## config.mk

```make
export PLATFORM = sky130hd
export DESIGN_NAME = mem_ctrl
export DESIGN_NICKNAME = d
export VERILOG_FILES = /design/src/rtl/mem_ctrl_pkg.sv /design/src/rtl/mem_ctrl.sv
export SDC_FILE = /design/constraint.sdc
export NUM_CORES = 1
export LEC_CHECK = 0
export CORE_UTILIZATION = 50
export DETAILED_ROUTE_END_ITERATION = 16
export GPL_ROUTABILITY_DRIVEN = 1
export PLACE_DENSITY = 0.8
export SYNTH_ARGS = -nofsm -noshare
export SYNTH_HDL_FRONTEND = slang
export SYNTH_SLANG_ARGS = --single-unit
```

## constraint.sdc

```tcl
create_clock -name clk -period 6.2 [get_ports clk]
set_input_delay 0.93 -clock clk [delete_from_list [all_inputs] [get_ports clk]]
set_output_delay 0.93 -clock clk [all_outputs]
set_load 0.1 [all_outputs]
```

## src/rtl/mem_ctrl_pkg.sv

```systemverilog
// -----------------------------------------------------------------------------
// mem_ctrl_pkg
// Shared types and constants for the memory-side responder (mem_ctrl).
//   state_e        : controller FSM states
//   SZ_B/SZ_H/SZ_W : load/store size codes carried on ls_size
//   IO_HI_DEFAULT  : addr[17:16] value that selects the IO region
//   size_to_bytes  : size code -> byte count (illegal code 3 behaves as word)
// -----------------------------------------------------------------------------
package mem_ctrl_pkg;

    typedef enum logic [1:0] {
        IDLE  = 2'd0,
        IC_RD = 2'd1,
        LS_RD = 2'd2,
        LS_WR = 2'd3
    } state_e;

    localparam logic [1:0] SZ_B = 2'd0;
    localparam logic [1:0] SZ_H = 2'd1;
    localparam logic [1:0] SZ_W = 2'd2;

    localparam logic [1:0] IO_HI_DEFAULT = 2'b11;

    // Instruction fetches are always full words.
    localparam logic [2:0] FETCH_BYTES = 3'd4;

    function automatic logic [2:0] size_to_bytes(input logic [1:0] size);
        case (size)
            SZ_B:    return 3'd1;
            SZ_H:    return 3'd2;
            default: return 3'd4;
        endcase
    endfunction

endpackage

```

## src/rtl/mem_ctrl.sv

```systemverilog
// -----------------------------------------------------------------------------
// mem_ctrl
// Serialises instruction-cache word fetches and 1/2/4-byte load/store accesses
// onto a byte-wide single-port RAM with a registered (1-cycle) read port.
// Read bytes are assembled little-endian and returned with a one-cycle pulse.
//
// Ports
//   clk, rst        : clock, synchronous active-high reset
//   ic_req/ic_addr  : cache miss request (held until ic_valid), word address
//   ic_valid/ic_data: one-cycle pulse with the fetched word
//   flush           : abort a pending fetch (branch redirect)
//   ls_req/ls_wr/ls_size/ls_addr/ls_wdata : load/store request (held until ls_done)
//   ls_done/ls_rdata: one-cycle pulse; load data (zero-extended) / store committed
//   ram_din         : RAM read byte (valid the cycle after ram_a was presented)
//   ram_dout/ram_a/ram_wr : RAM write byte, byte address, write enable
//   io_buffer_full  : (MEM_CTRL_IO_STALL_EN only) back-pressure for IO stores
//
// Build option
//   MEM_CTRL_IO_STALL_EN : stores to the IO region (ls_addr[17:16] == IO_HI)
//   pause while io_buffer_full is high. Without it IO stores never stall.
// -----------------------------------------------------------------------------
module mem_ctrl
    import mem_ctrl_pkg::*;
#(
    parameter int         ADDR_W = 32,
    parameter logic [1:0] IO_HI  = IO_HI_DEFAULT
) (
    input  logic              clk,
    input  logic              rst,
    input  logic              ic_req,
    input  logic [31:0]       ic_addr,
    output logic              ic_valid,
    output logic [31:0]       ic_data,
    input  logic              flush,
    input  logic              ls_req,
    input  logic              ls_wr,
    input  logic [1:0]        ls_size,
    input  logic [31:0]       ls_addr,
    input  logic [31:0]       ls_wdata,
    output logic              ls_done,
    output logic [31:0]       ls_rdata,
    input  logic [7:0]        ram_din,
    output logic [7:0]        ram_dout,
    output logic [ADDR_W-1:0] ram_a,
    output logic              ram_wr
`ifdef MEM_CTRL_IO_STALL_EN
    ,
    input  logic              io_buffer_full
`endif
);

    // -------------------------------------------------------------------------
    // Registers
    // -------------------------------------------------------------------------
    state_e              state_q;
    logic [2:0]          cnt_q;      // edges since accept (reads) / next byte to write
    logic [2:0]          n_q;        // transfer length in bytes
    logic [ADDR_W-1:0]   addr_q;
    logic [31:0]         wdata_q;
    logic [31:0]         sh_q;       // byte assembler, bytes enter at the top

    logic                ic_valid_q;
    logic                ls_done_q;
    logic [31:0]         ic_data_q;
    logic [31:0]         ls_rdata_q;
    logic [ADDR_W-1:0]   ram_a_q;
    logic [7:0]          ram_dout_q;
    logic                ram_wr_q;

    assign ic_valid = ic_valid_q;
    assign ls_done  = ls_done_q;
    assign ic_data  = ic_data_q;
    assign ls_rdata = ls_rdata_q;
    assign ram_a    = ram_a_q;
    assign ram_dout = ram_dout_q;
    assign ram_wr   = ram_wr_q;

    // -------------------------------------------------------------------------
    // Next-value helpers
    // -------------------------------------------------------------------------
    logic        io_full_d;
    logic        wr_stall_d;
    logic [31:0] shift_in_d;
    logic [2:0]  pad_d;
    logic [31:0] rd_word_d;

`ifdef MEM_CTRL_IO_STALL_EN
    assign io_full_d = io_buffer_full;
`else
    assign io_full_d = 1'b0;
`endif

    // ls_addr is held for the whole request, so it can be tested directly.
    assign wr_stall_d = (ls_addr[17:16] == IO_HI) && io_full_d;

    // After N shifts the first byte sits at [32-8N +: 8]; shifting right by the
    // unused byte count lands byte0 at [7:0] and leaves the upper bytes zero.
    assign shift_in_d = {ram_din, sh_q[31:8]};
    assign pad_d      = 3'd4 - n_q;
    assign rd_word_d  = shift_in_d >> {pad_d, 3'b000};

    // -------------------------------------------------------------------------
    // Controller FSM
    // -------------------------------------------------------------------------
    // NOTE: every register here is written with <= so all right-hand sides see
    // the pre-edge values; a blocking = would make later lines see new values.
    always_ff @(posedge clk) begin
        if (rst) begin
            state_q    <= IDLE;
            cnt_q      <= '0;
            n_q        <= '0;
            addr_q     <= '0;
            wdata_q    <= '0;
            sh_q       <= '0;
            ic_valid_q <= 1'b0;
            ls_done_q  <= 1'b0;
            ic_data_q  <= '0;
            ls_rdata_q <= '0;
            ram_a_q    <= '0;
            ram_dout_q <= '0;
            ram_wr_q   <= 1'b0;
        end else begin
            // Pulses last exactly one cycle.
            ic_valid_q <= 1'b0;
            ls_done_q  <= 1'b0;

            case (state_q)
                IDLE: begin
                    ram_wr_q <= 1'b0;
                    // A requester sees its pulse and drops req one cycle later,
                    // so its own pulse blocks re-acceptance of the stale req.
                    if (ls_req && !ls_done_q) begin
                        addr_q     <= ls_addr[ADDR_W-1:0];
                        n_q        <= size_to_bytes(ls_size);
                        wdata_q    <= ls_wdata;
                        sh_q       <= '0;
                        ram_a_q    <= ls_addr[ADDR_W-1:0];
                        ram_dout_q <= ls_wdata[7:0];
                        if (ls_wr) begin
                            state_q <= LS_WR;
                            if (wr_stall_d) begin
                                ram_wr_q <= 1'b0;
                                cnt_q    <= 3'd0;
                            end else begin
                                ram_wr_q <= 1'b1;
                                cnt_q    <= 3'd1;
                            end
                        end else begin
                            state_q <= LS_RD;
                            cnt_q   <= 3'd1;
                        end
                    end else if (ic_req && !ic_valid_q && !flush) begin
                        state_q <= IC_RD;
                        addr_q  <= ic_addr[ADDR_W-1:0];
                        n_q     <= FETCH_BYTES;
                        sh_q    <= '0;
                        ram_a_q <= ic_addr[ADDR_W-1:0];
                        cnt_q   <= 3'd1;
                    end
                end

                // Edge k after accept: present byte k (k < N); capture byte k-2
                // (k >= 2) because the RAM returns data one cycle after the
                // address edge; at k = N+1 the last byte is in and we finish.
                IC_RD, LS_RD: begin
                    if (state_q == IC_RD && flush) begin
                        state_q <= IDLE;
                    end else begin
                        if (cnt_q < n_q) begin
                            ram_a_q <= addr_q + ADDR_W'(cnt_q);
                        end
                        if (cnt_q >= 3'd2) begin
                            sh_q <= shift_in_d;
                        end
                        if (cnt_q == n_q + 3'd1) begin
                            state_q <= IDLE;
                            if (state_q == IC_RD) begin
                                ic_valid_q <= 1'b1;
                                ic_data_q  <= rd_word_d;
                            end else begin
                                ls_done_q  <= 1'b1;
                                ls_rdata_q <= rd_word_d;
                            end
                        end else begin
                            cnt_q <= cnt_q + 3'd1;
                        end
                    end
                end

                // cnt_q is the next byte to issue. A stall re-presents that byte
                // with ram_wr low, so each byte is written exactly once.
                LS_WR: begin
                    if (cnt_q == n_q) begin
                        ram_wr_q  <= 1'b0;
                        ls_done_q <= 1'b1;
                        state_q   <= IDLE;
                    end else begin
                        ram_a_q    <= addr_q + ADDR_W'(cnt_q);
                        ram_dout_q <= wdata_q[{cnt_q[1:0], 3'b000} +: 8];
                        if (wr_stall_d) begin
                            ram_wr_q <= 1'b0;
                        end else begin
                            ram_wr_q <= 1'b1;
                            cnt_q    <= cnt_q + 3'd1;
                        end
                    end
                end

                default: begin
                    state_q  <= IDLE;
                    ram_wr_q <= 1'b0;
                end
            endcase
        end
    end

endmodule

```

After elaboration in Yosys (flattened, before gate mapping):

Index checks and enable logic that the tools add are counted.

* register bits after elaboration: 211
* bits of input ports: 112

* $add $sub $neg: 4
* order comparisons: 2
* equality and inequality tests: 15
* shifts and indexed selects: 2
* multiplexer cells: 40
* bitwise gates (word level): 4
* reductions and logical operators: 23

Operator list (number)
* 32-bit 2-to-1 mux: 9
* 32-bit case mux with 3 select lines: 1
* 32-bit case mux with 2 select lines: 1
* 32-bit by 3-bit adder with 32-bit output: 1
* 32-bit by 6-bit variable part select with 8-bit output: 1
* 32-bit by 6-bit >> shifter with 32-bit output: 1
* 3-bit 2-to-1 mux: 7
* 4-bit AND reduction: 5
* 8-bit 2-to-1 mux: 2
* 8-bit case mux with 2 select lines: 1
* 2-bit inequality test, second input constant: 7
* 2-bit 2-to-1 mux: 5
* 1-bit 2-to-1 mux: 9
* 3-bit case mux with 3 select lines: 1
* 3-bit by 1-bit adder with 3-bit output, second input constant: 2
* 3-bit equality test: 2
* 3-bit inequality test, second input constant: 2
* 2-bit case mux with 3 select lines: 1
* 3-bit case mux with 2 select lines: 1
* 3-bit AND reduction: 2
* 2-bit nonzero test: 3
* 2-bit by 1-bit equality test with 1-bit output, second input constant: 2
* 2-bit equality test, second input constant: 2
* 1-bit logical AND: 4
* other kinds (10): 18

Longest topological paths before layout:

Gate-level depths: netlist of run 1.

* depth in word-level cells: 6
* gate-level depth with buffers: 13

Worst setup path after synthesis of run 1:

No wires, ideal clock.

* path kind: register to register
* from: register n_q[0]
* to: register ic_data_q[28] (netlist: ic_data[28])
* library setup time: 0.070 ns
* data arrival time: 2.875 ns
* setup slack: 3.254 ns
* stages on the path, launching flop included: 14
* path through: dfxtp_1 > buf_2 > clkbuf_1 > buf_2 > inv_1 > ha_1 > buf_2 > xnor2_1 > nand3_1 > nor2b_1 > clkbuf_1 > clkbuf_1 > nand3_1 > a21oi_1

* word-level cells in the longest chain between the ends: 3

Ends and longest elaborated chain
* start, declared: RTL line mem_ctrl.sv:57 `logic [2:0] n_q;`
* start signal, assigned: RTL line mem_ctrl.sv:134 `n_q <= size_to_bytes(ls_size);`
* branches (longest 3 deep; another with 3-bit subtractor)
* end signal, assigned: RTL line mem_ctrl.sv:179 `ic_data_q <= rd_word_d;`
* end, declared: RTL line mem_ctrl.sv:64 `logic [31:0] ic_data_q;`

Several ways; the timed one is not identified.
A chain may end at the register's enable or synchronous reset.

Worst setup path in the final report of run 1:

* from: register state_q[0]
* to: register ram_a_q[23] (netlist: ram_a[23])

* word-level cells in the longest chain between the ends: 4

Ends and longest elaborated chain
* start, declared: RTL line mem_ctrl.sv:55 `state_e state_q;`
* start signal, assigned: RTL line mem_ctrl.sv:109 `state_q <= IDLE;`
* start signal, assigned: RTL line mem_ctrl.sv:140 `state_q <= LS_WR;`
* start signal, assigned: RTL line mem_ctrl.sv:149 `state_q <= LS_RD;`
* 2-bit by 1-bit equality test with 1-bit output / 2-bit equality test (equally long branches): RTL line mem_ctrl.sv:127, mem_ctrl.sv:166
* 2-bit OR reduction / 1-bit logical AND (equally long branches): RTL line mem_ctrl.sv:127, mem_ctrl.sv:166
* 2-bit inequality test (no source line)
* 4-bit AND reduction (no source line)
* end signal, assigned: RTL line mem_ctrl.sv:137 `ram_a_q <= ls_addr[ADDR_W-1:0];`
* end signal, assigned: RTL line mem_ctrl.sv:157 `ram_a_q <= ic_addr[ADDR_W-1:0];`
* end signal, assigned: RTL line mem_ctrl.sv:170 `ram_a_q <= addr_q + ADDR_W'(cnt_q);`
* end, declared: RTL line mem_ctrl.sv:66 `logic [ADDR_W-1:0] ram_a_q;`

Parallel ways exist; a longest one is shown, timed or not.

==> flow_summary.yaml, run 1 <==
clocking:
  hold_buffers: 0
  cts.path.max_buffers: 3
  cts_resized: 0
  cts.sinks: 203
  clkSlewWorstSetupHoldPaths_ns: 0.06
  cts_setup_buffers: 0
  clk_latency_ns: 0.51
  numCtsBuffers: 23
  htreeDepth: 1
  cts_root_buf: "clkbuf_16"
  cts_tree: "yes"
floorplan:
  initial_core_util: 0.514
  die-height_um: 141
  dieArea_sq_um: 19900
  coreArea_sq_um: 18800
  pin_count: 219
  placementRows: 50
  die_w_um: 141
synthesis:
  ys.flop_type: "dfxtp_1"
  synthTopCellsByCount: "259 x nand2_1, 203 x dfxtp_1, 155 x a21oi_1"
  ys_seq_area_frac: 0.420
  async_reset_ff_frac: 0
  synth_mux_area_frac: 0.0986
  synth-simple-area-share: 0.226
  syn_area_per_cell_sq_um: 8.16
  synth_area_leader_cell: "dfxtp_1"
  syn_nets: 1314
  synth_seq_cells: 203
  synth_top_area_frac: 0.420
  synth_top_family_by_area: "simple AND/OR/NAND/NOR gates"
  synthTopCellsByArea: "dfxtp_1 42%, nand2_1 10%, a21oi_1 8.0%"
  synth-edff-count: 0
  ys_warn_count: 0
  netlist_instances: 1186
  synth-adder-area-share: 0.0215
  synth_compound_area_frac: 0.173
  yosys.cell_types.count: 57
  yosysMostFrequentCell: "nand2_1"
  syn-cell-area_sq_um: 9670
  synth-xor-area-share: 0.0168
placement:
  hpwl_um: 18100
  port-buffer-count: 218
  place_area_sq_um: 11900
  place.gp.congestion: 0.864
  pre_cts_ws_ns: 2.42
power_and_ir_drop:
  p_per_area_nw_per_um2: 436
  irDropWorstVdd_uv: 227
  p_leak_nw: 4.41
drt:
  viasPerCell: 5.65
  routed_wl_um: 27200
  drtAntennaViolNets: 0
  drt-initial-drc-count: 803
  first_pass_iters: 6
  wl_per_cell_um: 16.8
  vias: 9163
  drc: 0
global_route:
  grt-ovfl-total: 0
  antenna_found_initial: 0
  track_usage: 0.268
  grt_pass1_wl_um: 43500
  grt_max_degree: 143
  grt_pass1_vias: 8403
timing:
  tns_ns: 0
  rsz0062_at_grt: "false"
  period_needed_ns: 3.47
  slew-limit-headroom: 0.189
  max_freq_mhz: 288
  period_share: 0.560
  worst_slew_pin_slew_ns: 1.22
  hold_viol: 0
  skew_ns: 0.0146
  slew_violations: 0
  finalSetupViolCount: 0
  layout_setup_ws_ns: 2.73
layout:
  fin_area_sq_um: 12600
  final_nets: 1475
  n_antenna_cell: 0
  drive_gt1_frac: 0.0544
  fillers: 1577
  area_growth_pct: 30.4
setup_path:
  r2r-start: "state_q[0]$_SDFFE_PP0P_"
  slowest_stage: "ha_1"
  startpoint_type: "flip-flop"
  cp.arrival_ns: 3.88
  crit_chain: "inv_1 -> ha_1 -> inv_1 -> nor2_1 -> or3_1 -> buf_4 -> a21oi_1 -> a221oi_1"
  critPathKind: "flip-flop to flip-flop"
  rrSetupSlack_ns: 2.73
  r2r_cells: 8
  cpPeakStageDelay_ns: 0.99
  cpMostUsedCell: "inv_1"
  end_kind: "flip-flop"
  reg2reg_to: "ram_a[23]$_SDFFE_PP0P_"
  required_ns: 6.60
  cp_max_fo: 32
min_path:
  holdCritStartpoint: "sh_q[13]$_SDFFE_PP0P_"
  hold_class: "flip-flop to flip-flop"
  worstHoldEndpoint: "sh_q[13]$_SDFFE_PP0P_"
  min_path_cells: 2
run_status:
  status: "complete, no violations"
job:
  cap_violations: 0
-- through the flow --
stage	util	hold WS, ns	power, mW	instances
after CTS	0.670	0.452	5.49	1621
final	0.670	0.449	5.49	1621
after global placement	0.633	0.439	4.19	1582
after floorplan	-	0.429	3.63	1186
after global routing	0.670	0.469	5.78	1621
after detailed placement	0.633	0.444	4.23	1582
-- flip-flops by register name, summed over array words and instances, names as in the netlist --
signal	cells
ram_dout	8
ram_wr	1
addr_q	32
ls_done	1
ic_valid	1
sh_q	24
ic_data	32
ram_a	32
cnt_q	3
n_q	3
wdata_q	32
state_q	2
ls_rdata	32
-- routing by layer --
metal	global-route usage	routed length [um]	vias to the layer above
met2	0.447	12800	344
met3	0.0391	1880	43
met4	0.0795	572	0
met5	0	0	-
met1	0.359	11900	4284
li1	-	-	4492
-- worst max-delay path, delay by kind of cell (launching register included) --
kind | cells | cell delay [ns]
buffers and inverters | 3 | 0.66
flip-flops | 1 | 0.40
AO/OA/AOI/OAI | 2 | 0.41
AND/OR/NAND/NOR | 2 | 0.88
adder cells (fa/ha/maj) | 1 | 0.99
-- placed cells by master, fill, tap and decap left out, types with 16 or more instances in the layout --
| master | synthesis | final |
|---|---|---|
| dfxtp_1 | 203 | 203 |
| nor2_1 | 99 | 96 |
| mux2i_1 | 57 | 57 |
| nand3_1 | 54 | 54 |
| clkbuf_16 | 0 | 23 |
| clkdlybuf4s50_1 | 0 | 217 |
| a211oi_1 | 44 | 43 |
| a21oi_1 | 155 | 155 |
| nand2_1 | 259 | 259 |
| mux4_2 | 16 | 16 |
-- area by class of cell --
cell class                 count  area [sq um]  share of cell area
timing repair buffer         229          2270               0.180
inverter                      15          56.3             0.00446
clock buffer                  33           643              0.0510
tap                          260           325              0.0258
sequential                   203          4060               0.322
multi-input combinational    875          5220               0.414
clock inverter                 6          42.5             0.00337
-- cell families after synthesis --
family / Yosys count
buf+inv: 108
xor+xnor: 17
flops: 203
mux: 75
simple gates: 496
fa+ha+maj: 16
compound gates: 271
-- report_power, final --
| group | total (mW) | switching (mW) | internal, mW |
|---|---|---|---|
| Clock | 1.25 | 0.532 | 0.721 |
| Sequential | 1.78 | 0.233 | 1.55 |
| Combinational | 2.46 | 1.74 | 0.726 |
-- worst max path at each step --
stage | start | to | slack [ns] | depth (start not counted)
4_1_cts | state_q[0]$_SDFFE_PP0P_ | ram_a[23]$_SDFFE_PP0P_ | 2.71 | 8
3_3_place_gp | ls_req | wdata_q[28]$_SDFFE_PP0P_ | 2.51 | 5
6_report | state_q[0]$_SDFFE_PP0P_ | ram_a[23]$_SDFFE_PP0P_ | 2.73 | 8
5_1_grt | state_q[0]$_SDFFE_PP0P_ | ram_a[23]$_SDFFE_PP0P_ | 2.33 | 8
3_5_place_dp | ls_req | wdata_q[8]$_SDFFE_PP0P_ | 2.42 | 5
2_1_floorplan | n_q[0]$_SDFFE_PP0P_ | ic_data[28]$_SDFFE_PP0P_ | 3.25 | 13
No activity file was read; power rests on OpenSTA's default activity.
==> run 2, diff against run 1 <==
- clock period: 6.2 -> 3.2 ns (I/O delays scaled with it)
==> run 2 against run 1 <==
Die area is the same. Sequential share of layout area shrank 0.65 points. Total power up 110%. Critical path depth up 1. Count of clock-buffer cells in the layout decreased by 5. First-iteration DRC count shrank 4.6%. Setup slack got worse by 2.2 ns. Wire length increased by 0.26%. Sequential cell count unchanged. Combinational power is 100% higher. Critical endpoint is now ram_a[30]$_SDFFE_PP0P_. Highest routed layer unchanged.
==> flow_summary.yaml, run 2 (same netlist as run 1, synthesis figures left out) <==
global_route:
  track_usage: 0.273
  antenna_found_initial: 0
  grt_pass1_vias: 8803
  grt_max_degree: 106
  grt_pass1_wl_um: 44200
  grt-ovfl-total: 0
timing:
  layout_setup_ws_ns: 0.558
  skew_ns: 0.00672
  tns_ns: 0
  max_freq_mhz: 378
  worst_slew_pin_slew_ns: 0.995
  slew-limit-headroom: 0.335
  finalSetupViolCount: 0
  period_share: 0.826
  period_needed_ns: 2.64
  rsz0062_at_grt: "false"
  slew_violations: 0
  hold_viol: 0
setup_path:
  cp_max_fo: 36
  required_ns: 3.61
  end_kind: "flip-flop"
  r2r_cells: 9
  cp.arrival_ns: 3.06
  startpoint_type: "flip-flop"
  critPathKind: "flip-flop to flip-flop"
placement:
  port-buffer-count: 218
  pre_cts_ws_ns: 0.387
  hpwl_um: 18700
  place_area_sq_um: 12000
  place.gp.congestion: 0.879
drt:
  vias: 9367
  drc: 0
  drtAntennaViolNets: 0
  first_pass_iters: 6
  routed_wl_um: 27300
  viasPerCell: 5.71
  drt-initial-drc-count: 766
  wl_per_cell_um: 16.6
floorplan:
  die-height_um: 141
  pin_count: 219
  die_w_um: 141
  placementRows: 50
  coreArea_sq_um: 18800
  dieArea_sq_um: 19900
  initial_core_util: 0.514
layout:
  n_antenna_cell: 0
  post-route-util: 0.684
  area_growth_pct: 33.1
  layout_commonest_cell: "nand2_1"
  final_nets: 1494
  fin_area_sq_um: 12900
  final_cell_mix: "259 x nand2_1, 203 x dfxtp_1, 165 x clkdlybuf4s50_1, 155 x a21oi_1, 97 x nor2_1"
  drive_gt1_frac: 0.110
power_and_ir_drop:
  p_total_mw: 11.4
  p_sw_mw: 4.88
  p_int_mw: 6.54
  switching_share: 0.427
  p_seq_frac: 0.299
  clockPowerShare: 0.271
  p_leak_nw: 4.73
  irDropWorstVdd_uv: 516
  power.share.combinational: 0.430
  p_per_area_nw_per_um2: 887
clocking:
  cts_resized: 0
  clkSlewWorstSetupHoldPaths_ns: 0.06
  cts_setup_buffers: 0
  numCtsBuffers: 22
  htreeDepth: 1
  cts.sinks: 203
  cts_root_buf: "clkbuf_16"
  hold_buffers: 0
  cts.path.max_buffers: 3
  cts_tree: "yes"
  clk_latency_ns: 0.50
min_path:
  hold_class: "flip-flop to flip-flop"
  min_path_cells: 2
run_status:
  status: "complete, no violations"
job:
  cap_violations: 0
-- run 2: cell type report --
cell class | instances | area [sq um]
fillers | 1534 | 5960
multi-input cells | 875 | 5210
flip-flops and latches | 203 | 4060
repair buffers | 249 | 2310
clock buffers | 28 | 644
well taps | 260 | 325
clock inverters | 11 | 259
inverters | 15 | 56.3
-- run 2: critical path, cell delays in order (launching register included) --
cell	delay, ns
dfxtp_1	0.34
buf_4	0.23
inv_1	0.12
ha_1	0.33
nand3_1	0.16
o32ai_2	0.15
or3_1	0.42
buf_4	0.28
a2111o_1	0.32
a41oi_1	0.21
-- run 2: path summary, 6_finish.rpt --
path	slack [ns]	end	startpoint
hold / removal	0.45	ram_a[2]$_SDFFE_PP0P_	ram_a[2]$_SDFFE_PP0P_
setup reg to reg	0.56	ram_a[30]$_SDFFE_PP0P_	cnt_q[0]$_SDFFE_PP0P_
setup / recovery	0.56	ram_a[30]$_SDFFE_PP0P_	cnt_q[0]$_SDFFE_PP0P_
hold reg to reg	0.45	ram_a[2]$_SDFFE_PP0P_	ram_a[2]$_SDFFE_PP0P_
-- run 2: per-stage QoR --
stage	hold slack, ns	instances
after floorplan	0.429	1186
after global placement	0.438	1602
after detailed placement	0.444	1602
after CTS	0.452	1641
after global routing	0.471	1641
final	0.452	1641
-- run 2: layer usage --
layer | vias to the layer above | GRT usage | routed length (um)
li1 | 4533 | - | -
met1 | 4423 | 0.356 | 11500
met2 | 357 | 0.461 | 13200
met3 | 54 | 0.0438 | 1960
met4 | 0 | 0.0892 | 642
met5 | - | 0 | 0
-- run 2: power groups by stage --
| stage | registers (mW) | clock network (mW) | logic [mW] |
|---|---|---|---|
| 5_1_grt | 3.48 | 3.24 | 5.29 |
| 6_report | 3.41 | 3.10 | 4.91 |
| 3_3_place_gp | 3.43 | 0 | 4.79 |
| 4_1_cts | 3.40 | 3.13 | 4.90 |
| 3_5_place_dp | 3.45 | 0 | 4.88 |
| 2_1_floorplan | 4.67 | 0 | 2.36 |
==> run 3, diff against run 2 <==
- CORE_UTILIZATION: 50 -> 46
- PLACE_DENSITY: 0.8 -> 0.77
- clock period: 3.2 -> 2.2 ns (I/O delays scaled with it)
==> run 3 against run 2 <==
Worst hold slack worse by 0.18 ns. Total power up 47%. Sequential power up 45%. Non-clock buffer count up 74. Setup slack worse by 0.48 ns. Cell area up 4.8%. Clock power up 26%. Wire length up 3.2%. Sequential share of layout area down 1.4 points. Sequential cell count unchanged. Die area up 8.6%. Fmax up 24%. Highest routed layer unchanged.
==> flow_summary.yaml, run 3 (same netlist as run 1, synthesis figures left out) <==
drt:
  drc: 0
  vias: 9616
  first_pass_iters: 5
  drtAntennaViolNets: 0
  routed_wl_um: 28200
  drt-initial-drc-count: 671
  viasPerCell: 5.58
  wl_per_cell_um: 16.3
setup_path:
  critPathKind: "flip-flop to flip-flop"
  end_kind: "flip-flop"
  startpoint_type: "flip-flop"
  required_ns: 2.63
  cp.arrival_ns: 2.55
  rrSetupSlack_ns: 0.08
  cp_max_fo: 8
  cpPeakStageDelay_ns: 0.38
  slowest_stage: "fa_2"
  crit_chain: "ha_2 -> fa_2 -> a21o_4 -> nand4_1 -> buf_6 -> nor3_1 -> a2111o_1 -> a41oi_1"
power_and_ir_drop:
  clockPowerShare: 0.233
  p_per_area_nw_per_um2: 1250
  power.share.combinational: 0.472
  p_total_mw: 16.8
  p_int_mw: 9.49
  p_leak_nw: 5.20
  irDropWorstVdd_uv: 978
  p_seq_frac: 0.295
  p_sw_mw: 7.32
  switching_share: 0.436
timing:
  whs_ns: 0.276
  period_share: 0.965
  slew-limit-headroom: 0.631
  period_needed_ns: 2.12
  hold_viol: 0
  layout_setup_ws_ns: 0.0763
  finalSetupViolCount: 0
  max_freq_mhz: 471
  rsz0062_at_grt: "true"
  skew_ns: 0.00922
  worst_slew_pin_slew_ns: 0.553
  slew_violations: 0
layout:
  n_antenna_cell: 0
  drive_gt1_frac: 0.209
  area_growth_pct: 39.5
  final_cell_mix: "259 x nand2_1, 196 x dfxtp_1, 195 x buf_4, 155 x a21oi_1, 110 x clkdlybuf4s50_1"
  layout_commonest_cell: "nand2_1"
  final_nets: 1568
clocking:
  cts.path.max_buffers: 3
  numCtsBuffers: 22
  cts_tree: "yes"
  htreeDepth: 1
  clk_latency_ns: 0.50
  cts_root_buf: "clkbuf_16"
  cts.sinks: 203
  clkSlewWorstSetupHoldPaths_ns: 0.06
global_route:
  track_usage: 0.258
  grt_pass1_wl_um: 46000
  antenna_found_initial: 0
  grt_pass1_vias: 9092
  grt_max_degree: 67
  grt-ovfl-total: 0
floorplan:
  die-height_um: 147
  dieArea_sq_um: 21600
  pin_count: 219
  die_w_um: 147
  initial_core_util: 0.473
  placementRows: 52
  coreArea_sq_um: 20400
placement:
  place.gp.congestion: 0.880
  port-buffer-count: 218
  pre_cts_ws_ns: -0.260
  hpwl_um: 20000
min_path:
  hold_class: "primary input to flip-flop"
job:
  cap_violations: 0
run_status:
  status: "complete, no violations"
-- run 3: per-layer routing --
metal  up-vias  track usage  wire length, um
li1       4679            -                -
met1      4567        0.347            12300
met2       318        0.427            13300
met3        52       0.0373             1800
met4         0       0.0825              726
met5         -            0                0
-- run 3: repair_timing --
item,in CTS,in global routing
pin swaps,2,3
endpoints found under the setup margin,2,20
setup buffers,0,2
hold buffers,0,0
gates resized for setup,3,13
-- run 3: final timing paths --
kind,from,to,cells past startpoint
worst min-delay path,rst,ic_data[0]$_SDFFE_PP0P_,2
worst min register to register,wdata_q[19]$_SDFFE_PP0P_,wdata_q[19]$_SDFFE_PP0P_,2
worst max-delay path,cnt_q[0]$_SDFFE_PP0P_,ram_a[30]$_SDFFE_PP0P_,8
worst max register to register,cnt_q[0]$_SDFFE_PP0P_,ram_a[30]$_SDFFE_PP0P_,8
-- run 3: final cells by class --
| class | instances | area [sq um] |
|---|---|---|
| Clock buffer | 28 | 604 |
| Fill cell | 1707 | 6930 |
| Inverter | 15 | 58.8 |
| Clock inverter | 9 | 155 |
| Multi-Input combinational cell | 875 | 5360 |
| Sequential cell | 203 | 4070 |
| Tap cell | 270 | 338 |
| Timing Repair Buffer | 323 | 2910 |
-- run 3: metrics by stage --
stage,cells,TNS [ns],util,cell area (sq um)
finish,1723,0,0.661,13500
global route,1723,-0.0174,0.661,13500
CTS,1721,0,0.656,13400
detailed placement,1684,-3.34,0.619,12600
global placement,1684,-1.89,0.619,12600
floorplan,1186,-0.479,-,9820
-- run 3: power groups by stage --
stage / sequential (mW) / combinational, mW / clock [mW]
floorplan: 6.81 / 3.55 / 0
detailed placement: 5.00 / 7.81 / 0
finish: 4.95 / 7.94 / 3.91
global route: 5.04 / 8.51 / 4.10
CTS: 4.92 / 7.86 / 3.96
global placement: 4.97 / 7.68 / 0
-- run 3: worst max-delay path: cells and delay by family, from the launching register on --
kind	cells	cell delay (ns)
compound gates	3	0.83
fa+ha+maj	2	0.58
flops	1	0.33
simple gates	2	0.18
buf+inv	1	0.14
